$ cat src/rtl/axi4_switch_pkg.sv
// Shared types and constants for the N-to-1 AXI4-Stream packet switch.
package axi4_switch_pkg;

  typedef enum logic {
    ST_IDLE = 1'b0,
    ST_PKT  = 1'b1
  } state_e;

  localparam int ARB_RR    = 0;
  localparam int ARB_FIXED = 1;

endpackage

$ cat src/rtl/axi4_stream_skid.sv
// Two-entry skid buffer: registered output stage plus one overflow slot,
// so upstream ready depends only on local state.
module axi4_stream_skid #(
  parameter int PW = 8
) (
  input  logic          clk,
  input  logic          rst_n,
  input  logic [PW-1:0] s_data,
  input  logic          s_valid,
  output logic          s_ready,
  output logic [PW-1:0] m_data,
  output logic          m_valid,
  input  logic          m_ready
);

  logic          out_valid;
  logic [PW-1:0] out_data;
  logic          skid_valid;
  logic [PW-1:0] skid_data;

  // Valid/ready: a beat moves on any edge where valid and ready are both high;
  // valid never drops and data never changes while the beat waits for ready.
  assign s_ready = !skid_valid;
  assign m_valid = out_valid;
  assign m_data  = out_data;

  always_ff @(posedge clk or negedge rst_n) begin
    if (!rst_n) begin
      out_valid  <= 1'b0;
      out_data   <= '0;
      skid_valid <= 1'b0;
      skid_data  <= '0;
    end else if (!out_valid || m_ready) begin
      // Output stage is free this edge: refill from the overflow slot first to keep order.
      if (skid_valid) begin
        out_data   <= skid_data;
        out_valid  <= 1'b1;
        skid_valid <= 1'b0;
      end else if (s_valid) begin
        out_data  <= s_data;
        out_valid <= 1'b1;
      end else begin
        out_valid <= 1'b0;
      end
    end else if (s_valid && !skid_valid) begin
      skid_data  <= s_data;
      skid_valid <= 1'b1;
    end
  end

endmodule

$ cat src/rtl/axi4_switch_nto1.sv
// N-to-1 AXI4-Stream packet switch: arbitrates whole packets from N slave
// ports onto one master port through a skid buffer.
module axi4_switch_nto1
  import axi4_switch_pkg::*;
#(
  parameter int N_PORTS  = 2,
  parameter int TDATA_L  = 512,
  parameter int TUSER_L  = 81,
  parameter int TKEEP_L  = 16,
  parameter int ARB_MODE = 0
) (
  input  logic                   clk,
  input  logic                   rst_n,
  input  logic [N_PORTS-1:0]         s_req_supress,
  input  logic [N_PORTS*TDATA_L-1:0] axi_s_tdata_i,
  input  logic [N_PORTS*TUSER_L-1:0] axi_s_tuser_i,
  input  logic [N_PORTS*TKEEP_L-1:0] axi_s_tkeep_i,
  input  logic [N_PORTS-1:0]         axi_s_tlast_i,
  input  logic [N_PORTS-1:0]         axi_s_tvalid_i,
  output logic [N_PORTS-1:0]         axi_s_tready_o,
  output logic [TDATA_L-1:0]         axi_m0_tdata_o,
  output logic [TUSER_L-1:0]         axi_m0_tuser_o,
  output logic [TKEEP_L-1:0]         axi_m0_tkeep_o,
  output logic                       axi_m0_tlast_o,
  output logic                       axi_m0_tvalid_o,
  input  logic                       axi_m0_tready_i,
  output logic [N_PORTS-1:0]         grant_o,
  output state_e                     dbg_state
);

  localparam int IDX_W = $clog2(N_PORTS);
  localparam int PW    = TDATA_L + TUSER_L + TKEEP_L + 1;

  state_e             state, state_nxt;
  logic [N_PORTS-1:0] grant, grant_nxt;
  logic [IDX_W-1:0]   rr_ptr, rr_ptr_nxt;

  logic [N_PORTS-1:0] cand;
  logic [N_PORTS-1:0] win_oh;
  logic [IDX_W-1:0]   win_idx;
  logic [IDX_W-1:0]   rr_idx;
  logic               win_found;

  logic [PW-1:0]      sel_payload;
  logic               sel_valid;
  logic               sel_last;
  logic               skid_ready;
  logic               accept;
  logic [PW-1:0]      m_payload;

  assign cand = axi_s_tvalid_i & ~s_req_supress;

  always_comb begin
    win_idx   = '0;
    rr_idx    = '0;
    win_found = 1'b0;
    if (ARB_MODE == ARB_FIXED) begin
      // Descending scan so the lowest-index candidate is written last.
      for (int i = N_PORTS - 1; i >= 0; i--) begin
        if (cand[i]) begin
          win_idx   = IDX_W'(i);
          win_found = 1'b1;
        end
      end
    end else begin
      for (int k = 1; k <= N_PORTS; k++) begin
        rr_idx = IDX_W'((int'(rr_ptr) + k) % N_PORTS);
        if (!win_found && cand[rr_idx]) begin
          win_idx   = rr_idx;
          win_found = 1'b1;
        end
      end
    end
    win_oh = win_found ? (N_PORTS'(1) << win_idx) : '0;
  end

  always_comb begin
    sel_payload = '0;
    sel_valid   = 1'b0;
    for (int i = 0; i < N_PORTS; i++) begin
      if (grant[i]) begin
        sel_payload = sel_payload | {axi_s_tlast_i[i],
                                     axi_s_tkeep_i[i*TKEEP_L +: TKEEP_L],
                                     axi_s_tuser_i[i*TUSER_L +: TUSER_L],
                                     axi_s_tdata_i[i*TDATA_L +: TDATA_L]};
        sel_valid   = sel_valid | axi_s_tvalid_i[i];
      end
    end
  end

  assign sel_last = sel_payload[PW-1];
  assign accept   = (state == ST_PKT) && sel_valid && skid_ready;

  always_ff @(posedge clk or negedge rst_n) begin
    if (!rst_n) begin
      state  <= ST_IDLE;
      grant  <= '0;
      rr_ptr <= IDX_W'(N_PORTS - 1);
    end else begin
      state  <= state_nxt;
      grant  <= grant_nxt;
      rr_ptr <= rr_ptr_nxt;
    end
  end

  // Suppression is only consulted in IDLE, so an owned packet always completes.
  always_comb begin
    state_nxt  = state;
    grant_nxt  = grant;
    rr_ptr_nxt = rr_ptr;
    case (state)
      ST_IDLE: begin
        if (win_found) begin
          state_nxt  = ST_PKT;
          grant_nxt  = win_oh;
          rr_ptr_nxt = win_idx;
        end
      end
      ST_PKT: begin
        if (accept && sel_last) begin
          state_nxt = ST_IDLE;
          grant_nxt = '0;
        end
      end
      default: begin
        state_nxt = ST_IDLE;
        grant_nxt = '0;
      end
    endcase
  end

  assign axi_s_tready_o = (state == ST_PKT) ? (grant & {N_PORTS{skid_ready}}) : '0;
  assign grant_o        = grant;
  assign dbg_state      = state;

  axi4_stream_skid #(
    .PW(PW)
  ) u_skid (
    .clk     (clk),
    .rst_n   (rst_n),
    .s_data  (sel_payload),
    .s_valid ((state == ST_PKT) && sel_valid),
    .s_ready (skid_ready),
    .m_data  (m_payload),
    .m_valid (axi_m0_tvalid_o),
    .m_ready (axi_m0_tready_i)
  );

  assign {axi_m0_tlast_o, axi_m0_tkeep_o, axi_m0_tuser_o, axi_m0_tdata_o} = m_payload;

endmodule

$ cat config.mk
export PLATFORM = sky130hd
export DESIGN_NAME = axi4_switch_nto1
export DESIGN_NICKNAME = d
export VERILOG_FILES = /design/src/rtl/axi4_switch_pkg.sv /design/src/rtl/axi4_stream_skid.sv /design/src/rtl/axi4_switch_nto1.sv
export SDC_FILE = /design/constraint.sdc
export NUM_CORES = 2
export LEC_CHECK = 0
export BUFFER_PORTS_ARGS = -buffer_cell sky130_fd_sc_hd__buf_2
export CORE_AREA = 2 2 716 718
export CTS_BUF_LIST = sky130_fd_sc_hd__clkbuf_4 sky130_fd_sc_hd__clkbuf_8
export DETAILED_ROUTE_END_ITERATION = 12
export DIE_AREA = 0 0 718 720
export GPL_TIMING_DRIVEN = 0
export PLACE_DENSITY = 0.34
export SKIP_LAST_GASP = 1
export SLEW_MARGIN = 0
export SYNTH_ARGS = -nofsm -noshare
export SYNTH_HDL_FRONTEND = slang
export SYNTH_SLANG_ARGS = --single-unit
export TNS_END_PERCENT = 20
$ cat constraint.sdc
create_clock -name clk -period 2.92 [get_ports clk]
set_clock_uncertainty 0.15 [all_clocks]
set_input_delay 0.292 -clock clk [delete_from_list [all_inputs] [get_ports clk]]
set_output_delay 0.292 -clock clk [all_outputs]
set_load 0.1 [all_outputs]
# Word-level counts from Yosys, hierarchy flattened
# Index checks and enable logic that the tools add are counted.
# word_totals
out_inout_bits	616
register_bits	1226
# op_classes
bitwise_logic	7
mux	25
reduce_logical	14
add_sub_neg	2
order_cmp	2
n_shift	1
eq_ne	2
# ops
op	n
$mux W610	4
$or A610 B610 Y610	1
$mux W1	16
$reduce_and A2 Y1	4
$mux W2	3
$and A2 B2 Y2	2
$logic_and A1 B1 Y1	4
$lt A1 B2 Y1 const B	2
$pmux W2 S2	1
$reduce_bool A2 Y1	2
$logic_not A1 Y1	3
$add A1 B1 Y1 const B	2
$ne A2 B1 Y1 const B	1
$ne A2 B2 Y1 const B	1
$not A1 Y1	2
$not A2 Y2	1
$pmux W1 S2	1
$shl A1 B1 Y2 const A	1
$logic_or A1 B1 Y1	1
$or A1 B1 Y1	1

# Longest topological paths before layout
# depth
word_depth	11
ltp_mapped	8
ltp_nobuf	3

# Modules after synthesis
# Synthesis repeated with hierarchy kept, for this count alone.
# unflattened
hier_cells	4031
hier_area_um2	59326.9
# by_module_without_submodules
module	area_each_um2	n_inst	cells_per_inst
axi4_stream_skid	53074.7	1	3262
axi4_switch_nto1	6252.2	1	769

# Worst setup path after synthesis
# OpenSTA, ideal clock, no wires.
# synth_path
path_type	register to output
start	register grant[1] (netlist: grant_o[1])
end	output port axi_s_tready_o[1]
path_buffers	3
required_ps	2478
arrival_ps	3940
stages_incl_launch_ff	6
slack_ps	-1462
path_cell_list	dfrtp_1 > buf_2 > clkbuf_1 > clkbuf_1 > inv_1 > nor3_1
# synth_via
elab_chain_len	2
# synth_lines
item	line	rtl
start: declaration	axi4_switch_nto1.sv:35	logic [N_PORTS-1:0] grant, grant_nxt;
start signal: assignment	axi4_switch_nto1.sv:101	grant <= grant_nxt;
$and A2 B2 Y2	axi4_switch_nto1.sv:132	assign axi_s_tready_o = (state == ST_PKT) ? (grant & {N_PORTS{skid_ready}}) : '0;
$mux W2	axi4_switch_nto1.sv:132	
end: declaration	axi4_switch_nto1.sv:20	output logic [N_PORTS-1:0] axi_s_tready_o,
# No other way between the ends.

# Worst setup path in the final report
# layout_path
start	register state (netlist: dbg_state)
end	register u_skid.out_data[434] (netlist: u_skid.m_data[434])
# layout_via
elab_chain_len	3
# layout_lines
item	line	rtl
start: declaration	axi4_switch_nto1.sv:34	state_e state, state_nxt;
start signal: assignment	axi4_switch_nto1.sv:100	state <= state_nxt;
$logic_and A1 B1 Y1	axi4_switch_nto1.sv:142	.s_valid ((state == ST_PKT) && sel_valid),
$reduce_bool A2 Y1 (no source line)	--	
$reduce_and A2 Y1 (no source line)	--	
end signal: assignment	axi4_stream_skid.sv:36	out_data <= skid_data;
end signal: assignment	axi4_stream_skid.sv:40	out_data <= s_data;
end: declaration	axi4_stream_skid.sv:17	logic [PW-1:0] out_data;
# No other way between the ends.
# A chain may end at the register's enable or synchronous reset.

==> results.md <==
* CTS buffer count at 285
* Worst-path fanout max at 10
* Violated checks: negative hold slack, negative setup slack
* Crit. End Element: flip-flop
* Clk_lat worst skew at 1.02 ns
* Net Sw Frac at 57.1%
* Post-Syn Instances at 6,338
* I/O Buffers at 1,842
* Peak supply drop at 1050 uV
* Post-route setup TNS at -5.20 ns
* Synthesis Warnings at 0
* Ranking of synthesized cells by area: dfrtp_1 (43%), a211oi_1 (13%), mux2_4 (13%), mux2i_1 (8.5%), a22o_1 (7.4%)
* Vias in the first global route at 80,400
* Cell leakage power at 50.0 nW
* Max-cap check violation count at 0
* Antenna Nets Post-Route at 0
* Core area at 508,000 um^2
* CP Launch Type: flip-flop
* Largest net degree at the start of global routing at 152
* Most frequent cell after synthesis: dfrtp_1
* Outcome: finished with violations
* PwrDens at 1300 nW/um^2
* Synthesized Nets at 7,565
* Remaining DRCs at 0
* Num rows at 262
* Psw at 85.0 mW
* Mux cell area share after synthesis at 21.2%
* Max Root-Sink Buffers at 4
* Vias per cell at 4.48
* Number of flops mapped to enable cells by yosys at 0
* CP Class: flip-flop to flip-flop
* Share of cells above drive strength 1 at 31.3%
* Fin util at 22.6%
* Adder-cell share of the synthesized area at 0%
* GP Congestion at 1.05
* Final worst path period share at 104%
* Synth-to-Final Area Change at 59.6%
* Slew HR at 1.31%
* Mean area per synthesized cell at 11.3 um^2
* Overall die width at 718 um
* HPWL after DPL at 442 mm
* Largest family of logic cells by synthesized area: multiplexers
* # clock sinks at 1,226
* Vias at 77,700
* Most common flop cell mapped by yosys: dfrtp_1
* Setup violators final at 160
* Design area at 115,000 um^2
* CTS root buffer: clkbuf_8
* Wire per inst at 32.3 um
* CP Data Required Time at 3.70 ns
* Post-route minimum period at 3.03 ns
* Final nets at 11,500
* Synth top area share at 42.7%
* CTS tree: done
* Hold violation total from the final report at 228
* Number of detailed-route iterations in the first pass at 6
* Most instantiated cells after synthesis: dfrtp_1 (1,225), a211oi_1 (1,220), clkbuf_1 (639), nand2b_1 (613), a22o_1 (611)
* Clk pin slew, worst setup/hold paths at 0.06 ns
* Sequential power share at 21.7%
* Die Ht at 720 um
* Max Slew Vio Count at 0
* Slew @ Worst Pin at 1.48 ns
* Clock share of power at 14.9%
* Crit path DAT at 3.81 ns
* Max Clock Freq at 0.330 GHz
* Routed WL at 561 mm
* Int Pwr at 63.8 mW
* Initial antenna violation count at 350
* Die area at 517,000 um^2
* H-Tree Depth at 5
* Hold slack at -0.310 ns
* Synth Area in XOR/XNOR at 0%
* Global route overflow at 0
* Netlist Area Pre-Place at 71,900 um^2
* Seq cells post-synth at 1,226
* Post-synthesis sequential area ratio at 42.7%
* Type of the tightest min-delay check: input pin to async pin
* Starting Density at 14.1%
* Initial drt markers at 5,678
* Num ports at 1,843
* Placed inst area at 90,000 um^2
* Compound-gate portion of the synthesized area at 20.3%
* Logic pwr share at 63.4%
* Synth area leader: dfrtp_1
* Final setup margin at -0.113 ns
* First-pass GRT wire length at 740 mm
* Total track usage at 20.7%
* Post-Synth Simple-Gate Area at 10.7%
* Fraction of registers with async set/reset at 100%
* RSZ-0062 raised after global routing: yes
* Cell variety after synth at 27
## power groups by stage
| stage | clock network, mW | logic, mW | registers (mW) |
|---|---|---|---|
| 2_1_floorplan | 0 | 32.4 | 61.4 |
| 3_3_place_gp | 0 | 90.3 | 32.0 |
| 3_5_place_dp | 0 | 91.1 | 32.2 |
| 4_1_cts | 22.9 | 94.7 | 32.0 |
| 5_1_grt | 23.6 | 98.1 | 33.2 |
| 6_report | 22.2 | 94.4 | 32.2 |
## layout by cell type (no fill, tap or decap), drive strengths merged, types with 3 or more instances in the layout
master / synthesis / final
a211oi: 1220 / 1220
a22o: 611 / 611
buf: 175 / 2063
bufinv: 0 / 7
clkbuf: 639 / 1075
clkdlybuf4s15: 0 / 4
clkinv: 0 / 23
clkinvlp: 0 / 13
dfrtp: 1225 / 1225
diode: 0 / 167
dlygate4sd3: 0 / 1738
inv: 5 / 12
mux2: 610 / 610
mux2i: 610 / 610
nand2b: 613 / 613
nor4: 610 / 610
o21ai: 3 / 3
## kinds of logic (layout without fill, tap and decap cells)
kind of cell / count (synthesis) / after routing
DFF: 1226 / 1226
buffers and inverters: 819 / 4935
AOI/OAI and AO/OA: 1840 / 1840
muxes: 1220 / 1220
other: 0 / 167
and+or+nand+nor: 1233 / 1233
## registers in the layout, summed over array words and instances (netlist names)
register and flops:
u_skid.m_data 610, u_skid.skid_valid 1, dbg_state 1, u_skid.skid_data 610
u_skid.m_valid 1, rr_ptr 1, grant_o 2
## cell type report
class | instances | area, um^2
inverters | 5 | 28.8
flip-flops and latches | 1226 | 30700
fillers | 55300 | 394000
clock buffers | 436 | 5440
diodes | 167 | 418
well taps | 6732 | 8420
multi-input cells | 4293 | 37500
repair buffers | 3632 | 27600
clock inverters | 50 | 517
plain buffers | 812 | 4050
## worst max-delay path, cell delays in order, from the launching register on
cell and delay (ns):
dfrtp_2 0.42, buf_12 0.13, clkbuf_2 0.44, buf_12 0.24
clkbuf_2 0.49, clkbuf_1 0.55, a211oi_1 0.15, a211oi_1 0.31
## timing repair
item,CTS,global route
endpoints found under the hold margin,1533,79
resized for setup,144,98
setup endpoints to repair,1228,757
gates cloned,0,2
setup buffers,24,2
pin swaps,2,2
hold buffers,1741,4
## final timing paths
path	start	end	slack (ns)	cells past startpoint
max in group asynchronous	rst_n	u_skid.skid_data[354]	0.54	9
setup reg to reg	dbg_state	u_skid.m_data[434]	-0.11	7
min in group clk	axi_s_tdata_i[233]	u_skid.skid_data[233]	0.17	4
setup / recovery	dbg_state	u_skid.m_data[434]	-0.11	7
hold reg to reg	u_skid.skid_data[73]	u_skid.skid_data[73]	0.35	1
hold / removal	rst_n	grant_o[1]	-0.31	6
## through the flow
step	power, mW	hold WS (ns)	cells	setup WS, ns
floorplan	93.7	-0.154	6338	-0.165
global placement	122	0.330	14900	-31.44
detailed placement	123	0.121	14900	-1.96
CTS	150	-0.717	17200	-0.196
global route	155	-0.368	17300	-0.187
finish	149	-0.310	17400	-0.113
## per-layer routing
layer  routed length, um  GRT usage (%)  vias to the layer above
met5                 874              0                        -
met4               30800           9.43                      134
met3               44100           5.84                     1168
met2              253000           33.2                     3764
met1              232000           25.7                    39600
li1                    -              -                    33000
Note: power is estimated with default switching activity, not from simulation.
